===== src/rtl/regfile_write_sched.sv =====
`default_nettype none
// ============================================================================
// Module   : regfile_write_sched
// Brief    : Write-port scheduler for a 15-entry, two-write-port register
//            file. Arbitrates ALU (A), load/base-writeback (B) and long
//            multiply (M, lo/hi pair) producers onto ports 3 and 0, diverts
//            R15 writes to the PC path, and exports a pending-register mask.
// Revision : 1.0 - initial release
// ============================================================================
module regfile_write_sched #(
    parameter int                    DATA_WIDTH = 32,
    parameter int                    ADDR_WIDTH = 4,
    parameter logic [ADDR_WIDTH-1:0] PC_ADDR    = 4'hF
) (
    input  logic                  clk,
    input  logic                  reset,      // asynchronous, active low
    input  logic                  a_valid,
    output logic                  a_ready,
    input  logic [ADDR_WIDTH-1:0] a_addr,
    input  logic [DATA_WIDTH-1:0] a_data,
    input  logic                  b_valid,
    output logic                  b_ready,
    input  logic [ADDR_WIDTH-1:0] b_addr,
    input  logic [DATA_WIDTH-1:0] b_data,
    input  logic                  m_valid,
    output logic                  m_ready,
    input  logic [ADDR_WIDTH-1:0] m_addr_lo,
    input  logic [ADDR_WIDTH-1:0] m_addr_hi,
    input  logic [DATA_WIDTH-1:0] m_data_lo,
    input  logic [DATA_WIDTH-1:0] m_data_hi,
    output logic                  we3,
    output logic [ADDR_WIDTH-1:0] wa3,
    output logic [DATA_WIDTH-1:0] wd3,
    output logic                  we0,
    output logic [ADDR_WIDTH-1:0] wa0,
    output logic [DATA_WIDTH-1:0] wd0,
    output logic                  pc_we,
    output logic [DATA_WIDTH-1:0] pc_wd,
    output logic [14:0]           pending,
    output logic                  m_err
);

    // Fairness flag: 1 when the AB group won the most recent grant.
    logic                  r_last_ab;

    logic                  w_ab_any;
    logic                  w_m_grant;
    logic                  w_ab_grant;
    logic                  w_m_same;

    // Slot 3 carries A or M lo, slot 0 carries B or M hi.
    logic                  w_s3_v;
    logic [ADDR_WIDTH-1:0] w_s3_a;
    logic [DATA_WIDTH-1:0] w_s3_d;
    logic                  w_s0_v;
    logic [ADDR_WIDTH-1:0] w_s0_a;
    logic [DATA_WIDTH-1:0] w_s0_d;
    logic                  w_s3_pc;
    logic                  w_s0_pc;

    // Group arbitration: M wins when alone or when AB had the last turn.
    // Requests are refused while reset is asserted so nothing is half-taken.
    always_comb begin
        w_ab_any   = a_valid | b_valid;
        w_m_same   = (m_addr_lo == m_addr_hi);
        w_m_grant  = reset & m_valid & (~w_ab_any | r_last_ab);
        w_ab_grant = reset & ~w_m_grant & w_ab_any;
        m_ready    = w_m_grant;
        b_ready    = w_ab_grant & b_valid;
        // Same-address A/B: B goes first so A's later write is the final one.
        a_ready    = w_ab_grant & a_valid & ~(b_valid & (a_addr == b_addr));
    end

    // Map the granted requests onto the two slots.
    always_comb begin
        w_s3_v = 1'b0;
        w_s3_a = '0;
        w_s3_d = '0;
        w_s0_v = 1'b0;
        w_s0_a = '0;
        w_s0_d = '0;
        if (w_m_grant) begin
            w_s0_v = 1'b1;
            w_s0_a = m_addr_hi;
            w_s0_d = m_data_hi;
            // lo==hi collapses to a single hi write on port 0.
            if (!w_m_same) begin
                w_s3_v = 1'b1;
                w_s3_a = m_addr_lo;
                w_s3_d = m_data_lo;
            end
        end else begin
            if (a_ready) begin
                w_s3_v = 1'b1;
                w_s3_a = a_addr;
                w_s3_d = a_data;
            end
            if (b_ready) begin
                w_s0_v = 1'b1;
                w_s0_a = b_addr;
                w_s0_d = b_data;
            end
        end
        w_s3_pc = w_s3_v & (w_s3_a == PC_ADDR);
        w_s0_pc = w_s0_v & (w_s0_a == PC_ADDR);
    end

    // Register slot contents for one cycle; R15 goes to the PC path instead.
    // At most one slot can target R15 in a cycle, so the PC mux never collides.
    always_ff @(posedge clk or negedge reset) begin
        if (!reset) begin
            we3       <= 1'b0;
            wa3       <= '0;
            wd3       <= '0;
            we0       <= 1'b0;
            wa0       <= '0;
            wd0       <= '0;
            pc_we     <= 1'b0;
            pc_wd     <= '0;
            m_err     <= 1'b0;
            r_last_ab <= 1'b0;
        end else begin
            we3   <= w_s3_v & ~w_s3_pc;
            wa3   <= (w_s3_v & ~w_s3_pc) ? w_s3_a : '0;
            wd3   <= (w_s3_v & ~w_s3_pc) ? w_s3_d : '0;
            we0   <= w_s0_v & ~w_s0_pc;
            wa0   <= (w_s0_v & ~w_s0_pc) ? w_s0_a : '0;
            wd0   <= (w_s0_v & ~w_s0_pc) ? w_s0_d : '0;
            pc_we <= w_s3_pc | w_s0_pc;
            pc_wd <= w_s0_pc ? w_s0_d : (w_s3_pc ? w_s3_d : '0);
            if (w_m_grant) begin
                r_last_ab <= 1'b0;
            end else if (w_ab_grant) begin
                r_last_ab <= 1'b1;
            end
            if (w_m_grant && w_m_same) begin
                m_err <= 1'b1;
            end
        end
    end

    // Pending mask: registers being written this cycle or still waiting.
    generate
        for (genvar i = 0; i < 15; i++) begin : g_pend
            localparam logic [ADDR_WIDTH-1:0] c_idx = ADDR_WIDTH'(i);
            assign pending[i] = (we3 & (wa3 == c_idx))
                              | (we0 & (wa0 == c_idx))
                              | (reset & a_valid & ~a_ready & (a_addr == c_idx))
                              | (reset & b_valid & ~b_ready & (b_addr == c_idx))
                              | (reset & m_valid & ~m_ready &
                                 ((m_addr_lo == c_idx) | (m_addr_hi == c_idx)));
        end
    endgenerate

    // Both ports must never write the same register in one cycle.
    p_no_dual_write: assert property (@(posedge clk) disable iff (!reset)
        !(we3 && we0 && (wa3 == wa0)));

endmodule
`default_nettype wire

===== config.mk =====
export PLATFORM = sky130hd
export DESIGN_NAME = regfile_write_sched
export DESIGN_NICKNAME = d
export VERILOG_FILES = /design/src/rtl/regfile_write_sched.sv
export SDC_FILE = /design/constraint.sdc
export NUM_CORES = 1
export LEC_CHECK = 0
export CORE_ASPECT_RATIO = 1.4
export CORE_MARGIN = 5
export CORE_UTILIZATION = 30
export DETAILED_ROUTE_END_ITERATION = 12
export PLACE_DENSITY = 0.68
export RECOVER_POWER = 100
export SKIP_LAST_GASP = 1
export SYNTH_ARGS = -nofsm -noshare
export SYNTH_HDL_FRONTEND = slang
export SYNTH_SLANG_ARGS = --single-unit
export TNS_END_PERCENT = 50

===== constraint.sdc =====
create_clock -name clk -period 3.7 [get_ports clk]
set_input_delay 0.555 -clock clk [delete_from_list [all_inputs] [get_ports clk]]
set_output_delay 0.555 -clock clk [all_outputs]
set_load 0.05 [all_outputs]

==> results.sh, run 1 <==
export IMPL_status="complete, no violations"
export IMPL_final_setup_tns_ps=0
export IMPL_first_pass_iters=5
export IMPL_post_cts_buffers=0
export IMPL_tightest_slew_ps=1320
export IMPL_die_area_um2=20800
export IMPL_hold_class="reg -> reg"
export IMPL_start_util_pct=30.2
export IMPL_cap_violations=0
export IMPL_max_stage_delay_ps=570
export IMPL_synth_seq_cells=109
export IMPL_p_sw_mw=1.10
export IMPL_wl_per_cell_um=22.1
export IMPL_clock_latency_ps=340
export IMPL_cpLargestDelayFamily="buffers and inverters"
export IMPL_cts_root_buffer="clkbuf_16"
export IMPL_dp_cells=1009
export IMPL_yosys_warnings=0
export IMPL_finalHoldViolations=0
export IMPL_clkPwrFrac_pct=28.3
export IMPL_die_y_um=169
export IMPL_io_buffers=274
export IMPL_synthArstFlopShare_pct=100
export IMPL_rsz0062_at_grt="no"
export IMPL_min_period_ps=3480
export IMPL_power_share_sequential_pct=40.6
export IMPL_path_cells="dlygate4sd3_1, clkbuf_1, and2_1, nand2_1, a21oi_4, nor4_1, a211o_1, clkbuf_2"
export IMPL_internal_power_mw=2.07
export IMPL_swShare_pct=34.8
export IMPL_drive_gt1_share_pct=9.80
export IMPL_syn_area_um2=5400
export IMPL_power_density_nw_per_um2=371
export IMPL_cp_slowest_cell="nor4_1"
export IMPL_grt_pass1_vias=5620
export IMPL_num_rows=58
export IMPL_place_area_um2=8400
export IMPL_fmax_mhz=287
export IMPL_grt_pass1_wl_um=33200
export IMPL_drt_initial_drc_count=466
export IMPL_worstPathArrival_ps=2930
export IMPL_ir_drop_uv=271
export IMPL_io_pins=275
export IMPL_synth_edf_count=0
export IMPL_synth_main_ff_cell="dfrtp_1"
export IMPL_crit_fanout=9
export IMPL_relSlewSlack_pct=12.3
export IMPL_met3_wirelength_um=1620
export IMPL_worstSetupEndpointType="primary output"
export IMPL_clk_pin_slew_ps=70
export IMPL_ant_nets=0
export IMPL_n_antenna_cell=0
export IMPL_postSynthCellCount=522
export IMPL_drc=0
export IMPL_antenna_found_initial=0
export IMPL_cts_htree_levels=3
export IMPL_route_top_layer_used="met4"
export IMPL_worst_setup_path_start_kind="input port"
export IMPL_wl_met2_um=11800
export IMPL_cts_buffers=9
export IMPL_pwr_share_comb_pct=31.1
export IMPL_setup_viol_count_final=0
export IMPL_wl_met1_um=8070
export IMPL_area_delta_synth_final_pct=58.3
export IMPL_vias=5585
export IMPL_instances_no_fill=1026
export IMPL_synth_distinct_cells=54
export IMPL_grt_ovfl_total=0
export IMPL_power_mw=3.17
export IMPL_clock_sinks=109
export IMPL_critical_path_required_ps=3140
export IMPL_postSynthAreaPerCell_um2=10.3
export IMPL_grt_use_total_pct=21.1
export IMPL_crit_buf_inv=3
export IMPL_syn_nets=671
export IMPL_yosysSeqAreaShare_pct=50.5
export IMPL_report_final_slew_viol_count=0
export IMPL_gp_congestion=0.961
export IMPL_core_area_um2=17900
export IMPL_cts_tree="built"
export IMPL_vias_per_cell=5.44
export IMPL_criticalPathCategory="in -> out"
export IMPL_dp_hpwl_um=17200
export IMPL_cts_buffer_depth=2
export IMPL_p_leak_nw=3.74
export IMPL_grt_max_degree=58
export IMPL_clock_skew_ps=7.63
export IMPL_period_share_pct=94.1
export IMPL_nets=930
export IMPL_drt_wl_total_um=22600
export IMPL_stdcell_area_um2=8550
export IMPL_die_w_um=123
stage by stage:
| stage | hold WS [ps] | utilization, % | setup slack (ps) |
|---|---|---|---|
| after detailed placement | 377 | 47.0 | 369 |
| final | 521 | 47.9 | 218 |
| after floorplan | 259 | - | 520 |
| after global routing | 531 | 47.9 | 119 |
| after global placement | 378 | 47.0 | 464 |
| after CTS | 0.793 | 48.6 | 346 |
cells in the mapped netlist (4+ instances only):
cell type	count	share of area [%]
buf_2	13	1.2
nand3b_1	6	0.83
xor2_1	7	1.1
nand2b_1	14	1.6
dfrtp_1	109	51
nor2_1	44	3.1
nor3b_1	4	0.56
a22oi_1	70	9.7
nor3_1	12	1.1
a21oi_1	35	3.2
nand3_1	7	0.65
clkbuf_1	29	2.0
o221ai_1	8	1.3
o22ai_1	18	2.1
o32ai_1	37	6.0
a21oi_2	12	1.9
o21ai_0	5	0.46
buf_6	7	1.5
inv_1	7	0.49
nand2_1	27	1.9
layout by cell type, fill, tap and decap left out, types with 17 or more instances in the layout:
| cell | n |
|---|---|
| nand2_1 | 27 |
| buf_4 | 23 |
| o22ai_1 | 17 |
| dfrtp_1 | 109 |
| a22oi_1 | 70 |
| clkdlybuf4s50_1 | 147 |
| a21oi_1 | 41 |
| dlygate4sd3_1 | 109 |
| o32ai_1 | 37 |
| nor2_1 | 44 |
final timing paths:
| kind | cells past startpoint | slack, ps | to | start |
|---|---|---|---|---|
| hold / removal | 1 | 520 | m_err | m_err |
| setup / recovery | 8 | 220 | pending[2] | reset |
| min in group asynchronous | 2 | 690 | r_last_ab | reset |
| hold reg to reg | 1 | 520 | m_err | m_err |
| setup reg to reg | 7 | 920 | wa0[3] | r_last_ab |
| max in group asynchronous | 4 | 630 | wd0[30] | reset |
power by group through the flow:
stage               Sequential, mW  Combinational [mW]  Clock, mW
floorplan                     1.53               0.333          0
global placement              1.31                1.03          0
detailed placement            1.32                1.03          0
CTS                           1.29                1.03      0.927
global route                  1.30                1.04      0.977
finish                        1.29               0.987      0.898
cells by family after synthesis:
logic type | Yosys count | synth area share, %
AND/OR/NAND/NOR | 135 | 13.0
XOR/XNOR | 8 | 1.30
flip-flops | 109 | 50.5
AO/OA/AOI/OAI | 211 | 29.5
buffers and inverters | 58 | 5.52
multiplexers | 1 | 0.209
registers in the layout, summed over array words and instances, names as in the netlist:
signal,flops
m_err,1
pc_wd,32
pc_we,1
r_last_ab,1
wa0,4
wa3,4
wd0,32
wd3,32
we0,1
we3,1
layout make-up:
type	count	area, um2
repair buffers	298	2850
inverters	8	30.0
multi-input cells	355	2370
clock inverters	5	36.3
fillers	1736	9310
clock buffers	11	233
flip-flops and latches	109	2730
well taps	240	300
what timing repair did:
item,4_1_cts,5_1_grt
resized for setup,0,0
hold buffers,0,1
endpoints found under the hold margin,0,1
per-layer routing:
| layer | vias up | global-route usage [%] |
|---|---|---|
| li1 | 2525 | - |
| met1 | 2706 | 23.5 |
| met2 | 278 | 37.4 |
| met3 | 76 | 4.78 |
| met4 | 0 | 10.5 |
| met5 | - | 0 |
(Power assumes the default switching activity.)
==> run 2: changes to the inputs <==
--- a/config.mk
+++ b/config.mk
@@ -8,6 +8,7 @@
 export CORE_ASPECT_RATIO = 1.4
 export CORE_MARGIN = 5
 export CORE_UTILIZATION = 30
+export CTS_BUF_LIST = sky130_fd_sc_hd__clkbuf_8
 export DETAILED_ROUTE_END_ITERATION = 12
 export PLACE_DENSITY = 0.68
 export RECOVER_POWER = 100
==> run 2 against run 1 <==
  * Sequential cell count stayed put
  * First-iteration DRC count is 2.8% higher
  * Highest routed layer unchanged
  * Global-route usage hardly changed
  * Routed wire length hardly changed
  * Largest cell class unchanged
  * Critical endpoint is now a_ready
  * Register-to-register slack worse by 40 ps
  * Clock power is 27% lower
  * Combinational power hardly changed
==> results.sh, run 2 (synthesized netlist as in run 1, its figures left out) <==
export IMPL_core_area_um2=17900
export IMPL_status="complete, no violations"
export IMPL_ctsHoldBuffers=1
export IMPL_max_stage_delay_ps=540
export IMPL_min_period_ps=3500
export IMPL_setup_viol_count_final=0
export IMPL_hold_class="reg -> reg"
export IMPL_num_rows=58
export IMPL_area_delta_synth_final_pct=56.4
export IMPL_hold_ws_ps=532
export IMPL_cts_resized_gates=0
export IMPL_io_buffers=274
export IMPL_drive_gt1_share_pct=9.80
export IMPL_cts_root_buffer="clkbuf_8"
export IMPL_vias=5568
export IMPL_cts_buffer_depth=2
export IMPL_path_cells="dlygate4sd3_1, clkbuf_1, and2_1, nand2_1, a21oi_4, buf_4, clkbuf_2"
export IMPL_clock_skew_ps=11.5
export IMPL_clk_pin_slew_ps=100
export IMPL_dp_cells=1009
export IMPL_cts_buffers=9
export IMPL_power_density_nw_per_um2=347
export IMPL_die_y_um=169
export IMPL_period_share_pct=94.6
export IMPL_relSlewSlack_pct=12.5
export IMPL_fill_cells=1749
export IMPL_cts_htree_levels=3
export IMPL_grt_use_total_pct=21.1
export IMPL_final_setup_tns_ps=0
export IMPL_criticalPathCategory="in -> out"
export IMPL_n_antenna_cell=0
export IMPL_worst_setup_path_start_kind="input port"
export IMPL_crit_buf_inv=4
export IMPL_nets=930
export IMPL_clock_sinks=109
export IMPL_grt_max_degree=58
export IMPL_critical_path_required_ps=3140
export IMPL_ant_nets=0
export IMPL_rsz0062_at_grt="no"
export IMPL_post_cts_buffers=0
export IMPL_tightest_slew_ps=1310
export IMPL_instances_no_fill=1026
export IMPL_reg_top3="pc_wd x32, wd0 x32, wd3 x32"
export IMPL_worstSetupEndpointType="primary output"
export IMPL_crit_fanout=26
export IMPL_finalHoldViolations=0
export IMPL_final_common_cell="clkdlybuf4s50_1"
export IMPL_drt_wl_total_um=22600
export IMPL_drc=0
export IMPL_grt_pass1_wl_um=33200
export IMPL_first_pass_iters=5
export IMPL_grt_ovfl_total=0
export IMPL_start_util_pct=30.2
export IMPL_clock_latency_ps=360
export IMPL_p_leak_nw=3.70
export IMPL_vias_per_cell=5.43
export IMPL_power_mw=2.93
export IMPL_cts_tree="built"
export IMPL_wl_per_cell_um=22.1
export IMPL_fmax_mhz=286
export IMPL_antenna_found_initial=0
export IMPL_regArea_um2=2730
export IMPL_cpLargestDelayFamily="buffers and inverters"
export IMPL_io_pins=275
export IMPL_gp_congestion=0.961
export IMPL_cap_violations=0
export IMPL_mostFrequentLayoutCells="clkdlybuf4s50_1, dlygate4sd3_1, dfrtp_1"
export IMPL_ir_drop_uv=185
export IMPL_report_final_slew_viol_count=0
export IMPL_die_area_um2=20800
export IMPL_grt_pass1_vias=5655
export IMPL_die_w_um=123
export IMPL_dp_hpwl_um=17200
export IMPL_cp_slowest_cell="dlygate4sd3_1"
export IMPL_multi_input_area_um2=2370
export IMPL_drt_initial_drc_count=479
export IMPL_worstPathArrival_ps=2950
export IMPL_fin_util_pct=47.3
## run 2: final cells by class
type,count,area share (%)
clock buffers,9,1.47
clock inverters,7,0.519
inverters,8,0.356
multi-input cells,355,28.1
flip-flops and latches,109,32.3
well taps,240,3.56
repair buffers,298,33.7
## run 2: path summary, 6_finish.rpt
check	endpoint	startpoint	cells after the start	slack, ps
max	a_ready	reset	7	200
min in group asynchronous	r_last_ab	reset	2	660
max in group asynchronous	wd0[30]	reset	4	650
min	m_err	m_err	1	530
min reg2reg	m_err	m_err	1	530
max reg2reg	wa0[3]	r_last_ab	7	880
## run 2: where the power goes
| part | leakage (nW) | internal [mW] | total [mW] | switching [mW] |
|---|---|---|---|---|
| clock | 0.0842 | 0.242 | 0.653 | 0.411 |
| sequential | 1.48 | 1.25 | 1.29 | 0.0346 |
| combinational | 2.14 | 0.357 | 0.986 | 0.630 |
## run 2: metrics by stage
step	setup WS (ps)	instance area (um2)
global route	119	8450
finish	199	8450
global placement	464	8400
detailed placement	369	8400
floorplan	520	5400
CTS	346	8580
## run 2: layer usage
layer | GRT usage (%) | vias up | routed length [um]
met5 | 0 | - | 0
met1 | 23.4 | 2693 | 8110
met2 | 37.5 | 269 | 11800
li1 | - | 2532 | -
met3 | 4.28 | 74 | 1570
met4 | 10.9 | 0 | 1160
